**config.mk**
```make
export PLATFORM = sky130hd
export DESIGN_NAME = operand_pair_scheduler
export DESIGN_NICKNAME = d
export VERILOG_FILES = /design/src/rtl/operand_pair_scheduler_pkg.sv /design/src/rtl/operand_pair_scheduler_lsb_pair_picker.sv /design/src/rtl/operand_pair_scheduler.sv
export SDC_FILE = /design/constraint.sdc
export NUM_CORES = 1
export LEC_CHECK = 0
export ABC_CLOCK_PERIOD_IN_PS = 7200
export CORE_ASPECT_RATIO = 0.8
export CORE_MARGIN = 4
export CORE_UTILIZATION = 42
export CTS_CLUSTER_SIZE = 24
export DETAILED_ROUTE_END_ITERATION = 10
export HOLD_SLACK_MARGIN = 0.03
export PLACE_DENSITY_LB_ADDON = 0.12
export SYNTH_ARGS = -nofsm -noshare
export SYNTH_HDL_FRONTEND = slang
export SYNTH_SLANG_ARGS = --single-unit
```
**constraint.sdc**
```tcl
create_clock -name clock -period 7.2 [get_ports clock]
set_input_delay 1.8 -clock clock [delete_from_list [all_inputs] [get_ports clock]]
set_output_delay 1.8 -clock clock [all_outputs]
set_load 0.01 [all_outputs]
```
**src/rtl/operand_pair_scheduler_pkg.sv**
```systemverilog
// ----------------------------------------------------------------------------
// operand_pair_scheduler_pkg
// Shared constants, FSM state type, pair-beat record and a saturating
// increment helper for the operand pair scheduler.
// ----------------------------------------------------------------------------
package operand_pair_scheduler_pkg;

    localparam int unsigned BITMASK_LENGTH     = 8;
    localparam int unsigned INDEX_BITWIDTH     = 3;   // clog2(BITMASK_LENGTH)
    localparam int unsigned ACC_COUNT_BITWIDTH = 16;

    typedef enum logic [0:0] {
        StIdle,
        StIssue
    } state_t;

    typedef struct packed {
        logic [INDEX_BITWIDTH-1:0] idx_a;
        logic [INDEX_BITWIDTH-1:0] idx_w;
        logic                      first;
        logic                      last_pair;
        logic                      nop;
        logic                      acc_done;
    } pair_beat_t;

    // Counter increment that sticks at all-ones instead of wrapping.
    function automatic logic [ACC_COUNT_BITWIDTH-1:0] sat_inc(
        input logic [ACC_COUNT_BITWIDTH-1:0] v
    );
        return (&v) ? v : v + ACC_COUNT_BITWIDTH'(1);
    endfunction

endpackage

```
**src/rtl/operand_pair_scheduler_lsb_pair_picker.sv**
```systemverilog
// ----------------------------------------------------------------------------
// operand_pair_scheduler_lsb_pair_picker
// Combinational: picks the lowest set bit p of the remaining mutual mask and
// converts it into dense indices into the activation and weight clusters.
// Ports:
//   i_rem        remaining mutual (A&W) mask
//   i_bitmask_a  activation bitmask
//   i_bitmask_w  weight bitmask
//   o_p          one-hot lowest set bit of i_rem (0 when i_rem is empty)
//   o_idx_a      popcount of i_bitmask_a below p
//   o_idx_w      popcount of i_bitmask_w below p
//   o_rem_next   i_rem with p cleared
//   o_single_bit i_rem has exactly one bit set
// ----------------------------------------------------------------------------
module operand_pair_scheduler_lsb_pair_picker
    import operand_pair_scheduler_pkg::*;
(
    input  logic [BITMASK_LENGTH-1:0] i_rem,
    input  logic [BITMASK_LENGTH-1:0] i_bitmask_a,
    input  logic [BITMASK_LENGTH-1:0] i_bitmask_w,
    output logic [BITMASK_LENGTH-1:0] o_p,
    output logic [INDEX_BITWIDTH-1:0] o_idx_a,
    output logic [INDEX_BITWIDTH-1:0] o_idx_w,
    output logic [BITMASK_LENGTH-1:0] o_rem_next,
    output logic                      o_single_bit
);

    localparam logic [BITMASK_LENGTH-1:0] LsbOne = BITMASK_LENGTH'(1);

    logic [BITMASK_LENGTH-1:0] w_below;

    always_comb begin
        o_p          = i_rem & (~i_rem + LsbOne);
        // Bits strictly below p; forced empty when there is no p so an
        // empty mask yields index 0 rather than a full popcount.
        w_below      = (i_rem == '0) ? '0 : (o_p - LsbOne);
        o_rem_next   = i_rem & ~o_p;
        o_single_bit = (i_rem != '0) && ((i_rem & (i_rem - LsbOne)) == '0);
        o_idx_a      = '0;
        o_idx_w      = '0;
        // p is at most the top bit, so at most BITMASK_LENGTH-1 bits count.
        for (int i = 0; i < BITMASK_LENGTH; i++) begin
            o_idx_a = o_idx_a + INDEX_BITWIDTH'(w_below[i] & i_bitmask_a[i]);
            o_idx_w = o_idx_w + INDEX_BITWIDTH'(w_below[i] & i_bitmask_w[i]);
        end
    end

endmodule

```
**src/rtl/operand_pair_scheduler.sv**
```systemverilog
// ----------------------------------------------------------------------------
// operand_pair_scheduler
// Accepts one sparse cluster (weight/activation bitmasks + end-of-dot-product
// flag) per handshake and streams its matched operand pairs, one per cycle,
// as dense indices with first/last/nop/done markers. Keeps a saturating
// per-dot-product pair counter.
// Ports:
//   clock, resetn                 clock, async active-low reset
//   in_valid/in_ready             cluster handshake
//   in_bitmask_w/in_bitmask_a     cluster bitmasks
//   in_last                       cluster ends the dot product
//   out_valid/out_ready           pair beat handshake
//   out_idx_a/out_idx_w           dense indices of the pair
//   out_first/out_last_pair       first/last beat of the cluster
//   out_nop                       beat carries no pair
//   out_acc_done                  last beat of the dot product
//   out_acc_pairs                 real pairs in the dot product (on acc_done)
// ----------------------------------------------------------------------------
module operand_pair_scheduler
    import operand_pair_scheduler_pkg::*;
(
    input  logic                          clock,
    input  logic                          resetn,
    input  logic                          in_valid,
    output logic                          in_ready,
    input  logic [BITMASK_LENGTH-1:0]     in_bitmask_w,
    input  logic [BITMASK_LENGTH-1:0]     in_bitmask_a,
    input  logic                          in_last,
    output logic                          out_valid,
    input  logic                          out_ready,
    output logic [INDEX_BITWIDTH-1:0]     out_idx_a,
    output logic [INDEX_BITWIDTH-1:0]     out_idx_w,
    output logic                          out_first,
    output logic                          out_last_pair,
    output logic                          out_nop,
    output logic                          out_acc_done,
    output logic [ACC_COUNT_BITWIDTH-1:0] out_acc_pairs
);

    state_t                        r_state, w_state_next;
    logic [BITMASK_LENGTH-1:0]     r_bm_a, w_bm_a_next;
    logic [BITMASK_LENGTH-1:0]     r_bm_w, w_bm_w_next;
    logic [BITMASK_LENGTH-1:0]     r_rem, w_rem_next;
    logic                          r_last, w_last_next;
    logic                          r_first, w_first_next;
    logic [ACC_COUNT_BITWIDTH-1:0] r_cnt, w_cnt_next;

    logic [BITMASK_LENGTH-1:0]     w_pick_p;
    logic [INDEX_BITWIDTH-1:0]     w_pick_idx_a;
    logic [INDEX_BITWIDTH-1:0]     w_pick_idx_w;
    logic [BITMASK_LENGTH-1:0]     w_pick_rem_next;
    logic                          w_pick_single;

    logic                          w_valid;
    logic                          w_out_hs;
    logic                          w_accept;
    logic [BITMASK_LENGTH-1:0]     w_in_rem;
    pair_beat_t                    w_beat;

    operand_pair_scheduler_lsb_pair_picker u_lsb_pair_picker (
        .i_rem        (r_rem),
        .i_bitmask_a  (r_bm_a),
        .i_bitmask_w  (r_bm_w),
        .o_p          (w_pick_p),
        .o_idx_a      (w_pick_idx_a),
        .o_idx_w      (w_pick_idx_w),
        .o_rem_next   (w_pick_rem_next),
        .o_single_bit (w_pick_single)
    );

    // Beat decode; everything is gated by w_valid so IDLE drives zeros even
    // though the mask registers keep stale contents.
    always_comb begin
        w_valid          = (r_state == StIssue);
        w_beat           = '0;
        if (w_valid) begin
            // An ISSUE state with an empty mask is the NOP beat of an empty
            // last cluster.
            w_beat.nop       = (w_pick_p == '0);
            w_beat.idx_a     = w_pick_idx_a;
            w_beat.idx_w     = w_pick_idx_w;
            w_beat.first     = r_first;
            w_beat.last_pair = w_beat.nop | w_pick_single;
            w_beat.acc_done  = w_beat.last_pair & r_last;
        end
        w_out_hs         = w_valid & out_ready;
        in_ready         = resetn & (~w_valid | (out_ready & w_beat.last_pair));
        w_accept         = in_valid & in_ready;
        w_in_rem         = in_bitmask_a & in_bitmask_w;

        out_valid        = w_valid;
        out_idx_a        = w_beat.idx_a;
        out_idx_w        = w_beat.idx_w;
        out_first        = w_beat.first;
        out_last_pair    = w_beat.last_pair;
        out_nop          = w_beat.nop;
        out_acc_done     = w_beat.acc_done;
        // Include the beat on screen so the total is complete at acc_done.
        if (w_beat.acc_done && !w_beat.nop) begin
            out_acc_pairs = sat_inc(r_cnt);
        end else begin
            out_acc_pairs = r_cnt;
        end
    end

    // Next-state: a new cluster load takes priority, which also covers the
    // back-to-back case where it coincides with the last beat handshake.
    always_comb begin
        w_state_next = r_state;
        w_bm_a_next  = r_bm_a;
        w_bm_w_next  = r_bm_w;
        w_rem_next   = r_rem;
        w_last_next  = r_last;
        w_first_next = r_first;
        w_cnt_next   = r_cnt;

        if (w_accept) begin
            w_bm_a_next  = in_bitmask_a;
            w_bm_w_next  = in_bitmask_w;
            w_rem_next   = w_in_rem;
            w_last_next  = in_last;
            w_first_next = 1'b1;
            w_state_next = ((w_in_rem != '0) || in_last) ? StIssue : StIdle;
        end else if (w_out_hs) begin
            w_rem_next   = w_pick_rem_next;
            w_first_next = 1'b0;
            if (w_beat.last_pair) begin
                w_state_next = StIdle;
            end
        end

        if (w_out_hs) begin
            if (w_beat.acc_done) begin
                w_cnt_next = '0;
            end else if (!w_beat.nop) begin
                w_cnt_next = sat_inc(r_cnt);
            end
        end
    end

    always_ff @(posedge clock or negedge resetn) begin
        if (!resetn) begin
            r_state <= StIdle;
            r_bm_a  <= '0;
            r_bm_w  <= '0;
            r_rem   <= '0;
            r_last  <= 1'b0;
            r_first <= 1'b0;
            r_cnt   <= '0;
        end else begin
            r_state <= w_state_next;
            r_bm_a  <= w_bm_a_next;
            r_bm_w  <= w_bm_w_next;
            r_rem   <= w_rem_next;
            r_last  <= w_last_next;
            r_first <= w_first_next;
            r_cnt   <= w_cnt_next;
        end
    end

endmodule

```
### After elaboration in Yosys (flattened, before gate mapping)

Index checks and enable logic that the tools add are counted.

* flip-flop bits (word level): 43
* bits of input ports: 21
* output and inout port bits: 28
* word-level logic and storage cells: 84

* add/sub/neg operators: 18
* equality and inequality tests: 1
* multiplexer cells: 14
* bitwise operators: 30
* reductions and logical operators: 14

Operators with widths (count)
* 16-bit two-way mux: 4
* 3-bit adder: 14
* 8-bit AND: 4
* 8-bit logical NOT: 3
* 8-bit two-way mux: 3
* 1-bit AND: 21
* 16-bit by 1-bit adder with 16-bit output (second input constant): 1
* 8-bit NOT: 2
* 16-bit AND reduction: 1
* 8-bit nonzero test: 2
* 8-bit by 1-bit subtractor with 8-bit output (second input constant): 2
* 10-bit two-way mux: 1
* 8-bit by 1-bit adder with 8-bit output (second input constant): 1
* 1-bit two-way mux: 6
* 2-bit AND reduction: 2
* 2-bit nonzero test: 2
* 1-bit logical AND: 2
* 2-bit != test (second input constant): 1
* 1-bit bitwise OR: 2
* 1-bit logical NOT: 1
* 1-bit logical OR: 1
* 1-bit NOT: 1

### Longest topological paths before layout

* word-level depth: 20
* mapped depth: 15
* mapped depth without buffers: 13

### By module

Synthesis repeated with hierarchy kept, for this count alone.

* cells, all modules: 332
* area, all modules: 3198.1 um2

Modules (own cells, without submodules)
* operand_pair_scheduler: times used 1, cells an instance 258, area an instance 2588.7 um2, sequential area each 1076.0 um2
* operand_pair_scheduler_lsb_pair_picker: times used 1, cells an instance 74, area an instance 609.3 um2, sequential area each 0.0 um2

### Worst setup path after synthesis

No wires, ideal clock.

* kind: register -> output
* from: register r_rem[0]
* to: output out_idx_w[2]
* data arrival time: 3925 ps
* data required time: 5400 ps
* path slack: 1475 ps
* cell stages (with the launch flop): 14
* buffers on the path: 2
* path through: dfrtp_1 buf_6 or3_1 buf_2 nor3_2 nand3_1 fa_1 fa_1 fa_1 inv_1 ha_1 fa_1 xnor2_1 nor2_1

* longest elaborated chain between the ends: 14
* elaborated cells on any way between the ends: 22

Ends and longest elaborated chain
* from (decl): line operand_pair_scheduler.sv:43 `logic [BITMASK_LENGTH-1:0] r_rem, w_rem_next;`
* from (signal assigned): line operand_pair_scheduler.sv:154 `r_rem <= w_rem_next;`
* 8-bit NOT: line operand_pair_scheduler_lsb_pair_picker.sv:33 `o_p = i_rem & (~i_rem + LsbOne);`
* 8-bit by 1-bit adder with 8-bit output: line operand_pair_scheduler_lsb_pair_picker.sv:33
* 8-bit AND: line operand_pair_scheduler_lsb_pair_picker.sv:33
* 8-bit by 1-bit subtractor with 8-bit output: line operand_pair_scheduler_lsb_pair_picker.sv:36 `w_below = (i_rem == '0) ? '0 : (o_p - LsbOne);`
* 8-bit two-way mux (*): line operand_pair_scheduler_lsb_pair_picker.sv:36
* 1-bit AND: line operand_pair_scheduler_lsb_pair_picker.sv:44 `o_idx_w = o_idx_w + INDEX_BITWIDTH'(w_below[i] & i_bitmask_w[i]);`
* 3-bit adder (6 in series): line operand_pair_scheduler_lsb_pair_picker.sv:44
* 3-bit adder (*): line operand_pair_scheduler_lsb_pair_picker.sv:44
* 10-bit two-way mux (*): line operand_pair_scheduler.sv:76 `if (w_valid) begin`
* to (decl): line operand_pair_scheduler.sv:32 `output logic [INDEX_BITWIDTH-1:0] out_idx_w,`

Every way passes the cells marked *; elsewhere a longest branch is shown, timed or not.

### Final worst setup path

Same ends and word-level chain as after synthesis.

==> run metrics <==
outcome finished, final reports clean; Final Hold Fails 0; Avg WL per Cell approximately 16 um; CORE AREA 6470 um2; Die Wd 100 um; Critical Path RT 5400 ps; Seq/Total Area, Yosys 0.361; synth top area cells dfrtp_1, fa_1, mux2_1, nand2_1, and2_1; min cycle time layout approximately 6600 ps; YS warnings 0; vias post-DR 2,401; most frequent cells in the layout clkdlybuf4s50_1, dfrtp_1, nand2_1; # port buffers between 40 and 50; Max Fanout on Critical Path 9; CTS tree done; crit-path most repeated cell fa_1; Net count, final 386; vias in the first global route 2,302; WHS 482 ps; MaxCap Viol Count 0; fmax ~150 MHz; Initial DRC Count 181; Tot GR Track Use 0.181; cell accounting for the most synthesized area dfrtp_1; Leakage between 1 and 1.5 nW; Die Span Y 81.6 um; slew margin rel. 0.514; Mapped Avg Cell Area a little over 9 um2; Critical Path Max Stage Delay 540 ps; CTS max path bufs 2; area grow syn2layout 20.7%; delay-heaviest family, CP adder cells; total CTS buffers 5; CP cell instances or3_1 -> nor3_2 -> nand3_1 -> fa_1 -> fa_1 -> fa_1 -> inv_1 -> ha_1 -> fa_1 -> xnor2_1 -> nor2_1 -> clkdlybuf4s50_1; WP buf/inv 2; critical path class register to output port; Setup Fix Bufs, Post-CTS 0; placed insts 429; # hold bufs at CTS 0; PD cells about 470 nW/um2; TritonRoute pass-1 iters 4; row count 26; Filler Cells Inserted 601; Slew @ Worst Pin 727 ps; register bit count reported by yosys 41; hpwl dp 5.21 mm; Setup-failing EPs final 0; first-pass GRT wire length 11.6 mm; Final Worst Setup Slack between 500 and 600 ps; clock latency on the worst-skew pair 290 ps; fraction of layout cells with a size suffix above 1 0.0538; largest net degree at the start of global routing 44; CTS sink cnt 41; final instance count without filler cells 437; worst slack at placement around 850 ps; Mapped Cells 309; GPL Wtd Cong 0.826; Post-DRT Antenna Nets 0; IO Count 49; antenna violations before repair 0; clk slew on worst S/H paths 80 ps; post-cts repair resize count 0; Clock Tree Root clkbuf_8; Post-route DRC 0; Post-synth EDFFs 0; Vias/cell 5.49; post-route setup TNS 0 ps; CP startpoint kind register; Worst setup EP type output port; CP arrival 4840 ps; Yosys top cell area share 0.361; Final Cycle Share 0.922; die area around 8000 um2; unrepaired setup endpoints after global routing no; Yosys cell types 54; Pins Over Slew Limit 0; Antenna diodes 0; final wirelength roughly 7 mm; fraction of synthesis flops using an asynchronous set or reset pin 1.00; Initial Utilization 0.439; H-Tree Depth 2; synthesized area 2840 um2; commonest non-fill, non-tap cell in the layout clkdlybuf4s50_1; Post-Route Skew 6.47 ps; critical path's slowest cell fa_1; IR drop worst, VDD 0.227 mV; Most used DFF post-synth dfrtp_1; total gr overflow 0; Hold Crit Class register to register
==> power by group <==
group	switching (mW)	internal, mW	leakage [nW]
logic	0.559	0.504	0.902
registers	0.0919	0.303	0.530
clock network	0.0790	0.0690	0.0395
==> synthesized netlist by cell type, drive strengths merged (4+ instances only) <==
master	instances
a21o	4
a21oi	7
a31oi	10
and2	15
and3	9
buf	10
clkbuf	5
dfrtp	41
fa	8
ha	5
inv	14
mux2	19
nand2	34
nand3	14
nor2	24
nor3	6
nor4	4
o21ai	16
o31ai	9
xor2	10
==> path summary, 6_finish.rpt <==
path | slack [ps] | start | cells past startpoint | end
max in group asynchronous | 5200 | resetn | 2 | r_bm_a[1]$_DFFE_PN0P_
max | 560 | r_rem[0]$_DFFE_PN0P_ | 12 | out_idx_w[2]
min reg2reg | 480 | r_first$_DFFE_PN0P_ | 2 | r_first$_DFFE_PN0P_
max reg2reg | 4180 | r_rem[0]$_DFFE_PN0P_ | 6 | r_cnt[4]$_DFFE_PN0P_
min | 480 | r_first$_DFFE_PN0P_ | 2 | r_first$_DFFE_PN0P_
min in group asynchronous | 1610 | resetn | 2 | r_cnt[5]$_DFFE_PN0P_
==> logic make-up (layout without fill, tap and decap cells) <==
kind of cell / count (synthesis) / after routing / share of synthesized area
and+or+nand+nor: 128 / 128 / 0.229
AOI/OAI and AO/OA: 64 / 64 / 0.161
DFF: 41 / 41 / 0.361
buffers and inverters: 29 / 72 / 0.0506
muxes: 20 / 20 / 0.0788
adders and majority gates: 13 / 13 / 0.0783
xor gates and xnor gates: 13 / 13 / 0.0401
other: 1 / 2 / 0.00132
==> flip-flops by register name (all words and copies together), names as in the netlist <==
| signal | flops |
|---|---|
| out_valid | 1 |
| r_last | 1 |
| r_rem | 8 |
| r_first | 1 |
| r_cnt | 16 |
| r_bm_a | 7 |
| r_bm_w | 7 |
==> worst min-delay path: cells and delay by family (launching register included) <==
kind,cells,cell delay [ps]
flops,1,350
simple gates,2,100
==> cell type report <==
| cell class | count | area [um2] | share of cell area |
|---|---|---|---|
| inverter | 14 | 52.6 | 0.0153 |
| tap | 84 | 105 | 0.0306 |
| clock buffer | 8 | 80.1 | 0.0233 |
| timing repair buffer | 50 | 490 | 0.143 |
| sequential | 41 | 1030 | 0.299 |
| multi-input combinational | 240 | 1680 | 0.489 |
==> through the flow <==
stage	area, um2	util	power, mW
after global placement	3350	0.518	1.47
after global routing	3430	0.530	1.77
final	3430	0.530	1.61
after CTS	3430	0.530	1.63
after detailed placement	3350	0.518	1.47
after floorplan	2850	-	1.09
==> metal layers <==
metal | track usage | wire [um] | up-vias
met3 | 0.0323 | 358 | 2
met4 | 0.0444 | 40 | 0
met1 | 0.283 | 3640 | 1150
met5 | 0 | 0 | -
met2 | 0.257 | 2880 | 63
li1 | - | - | 1186
(Power assumes the default switching activity.)
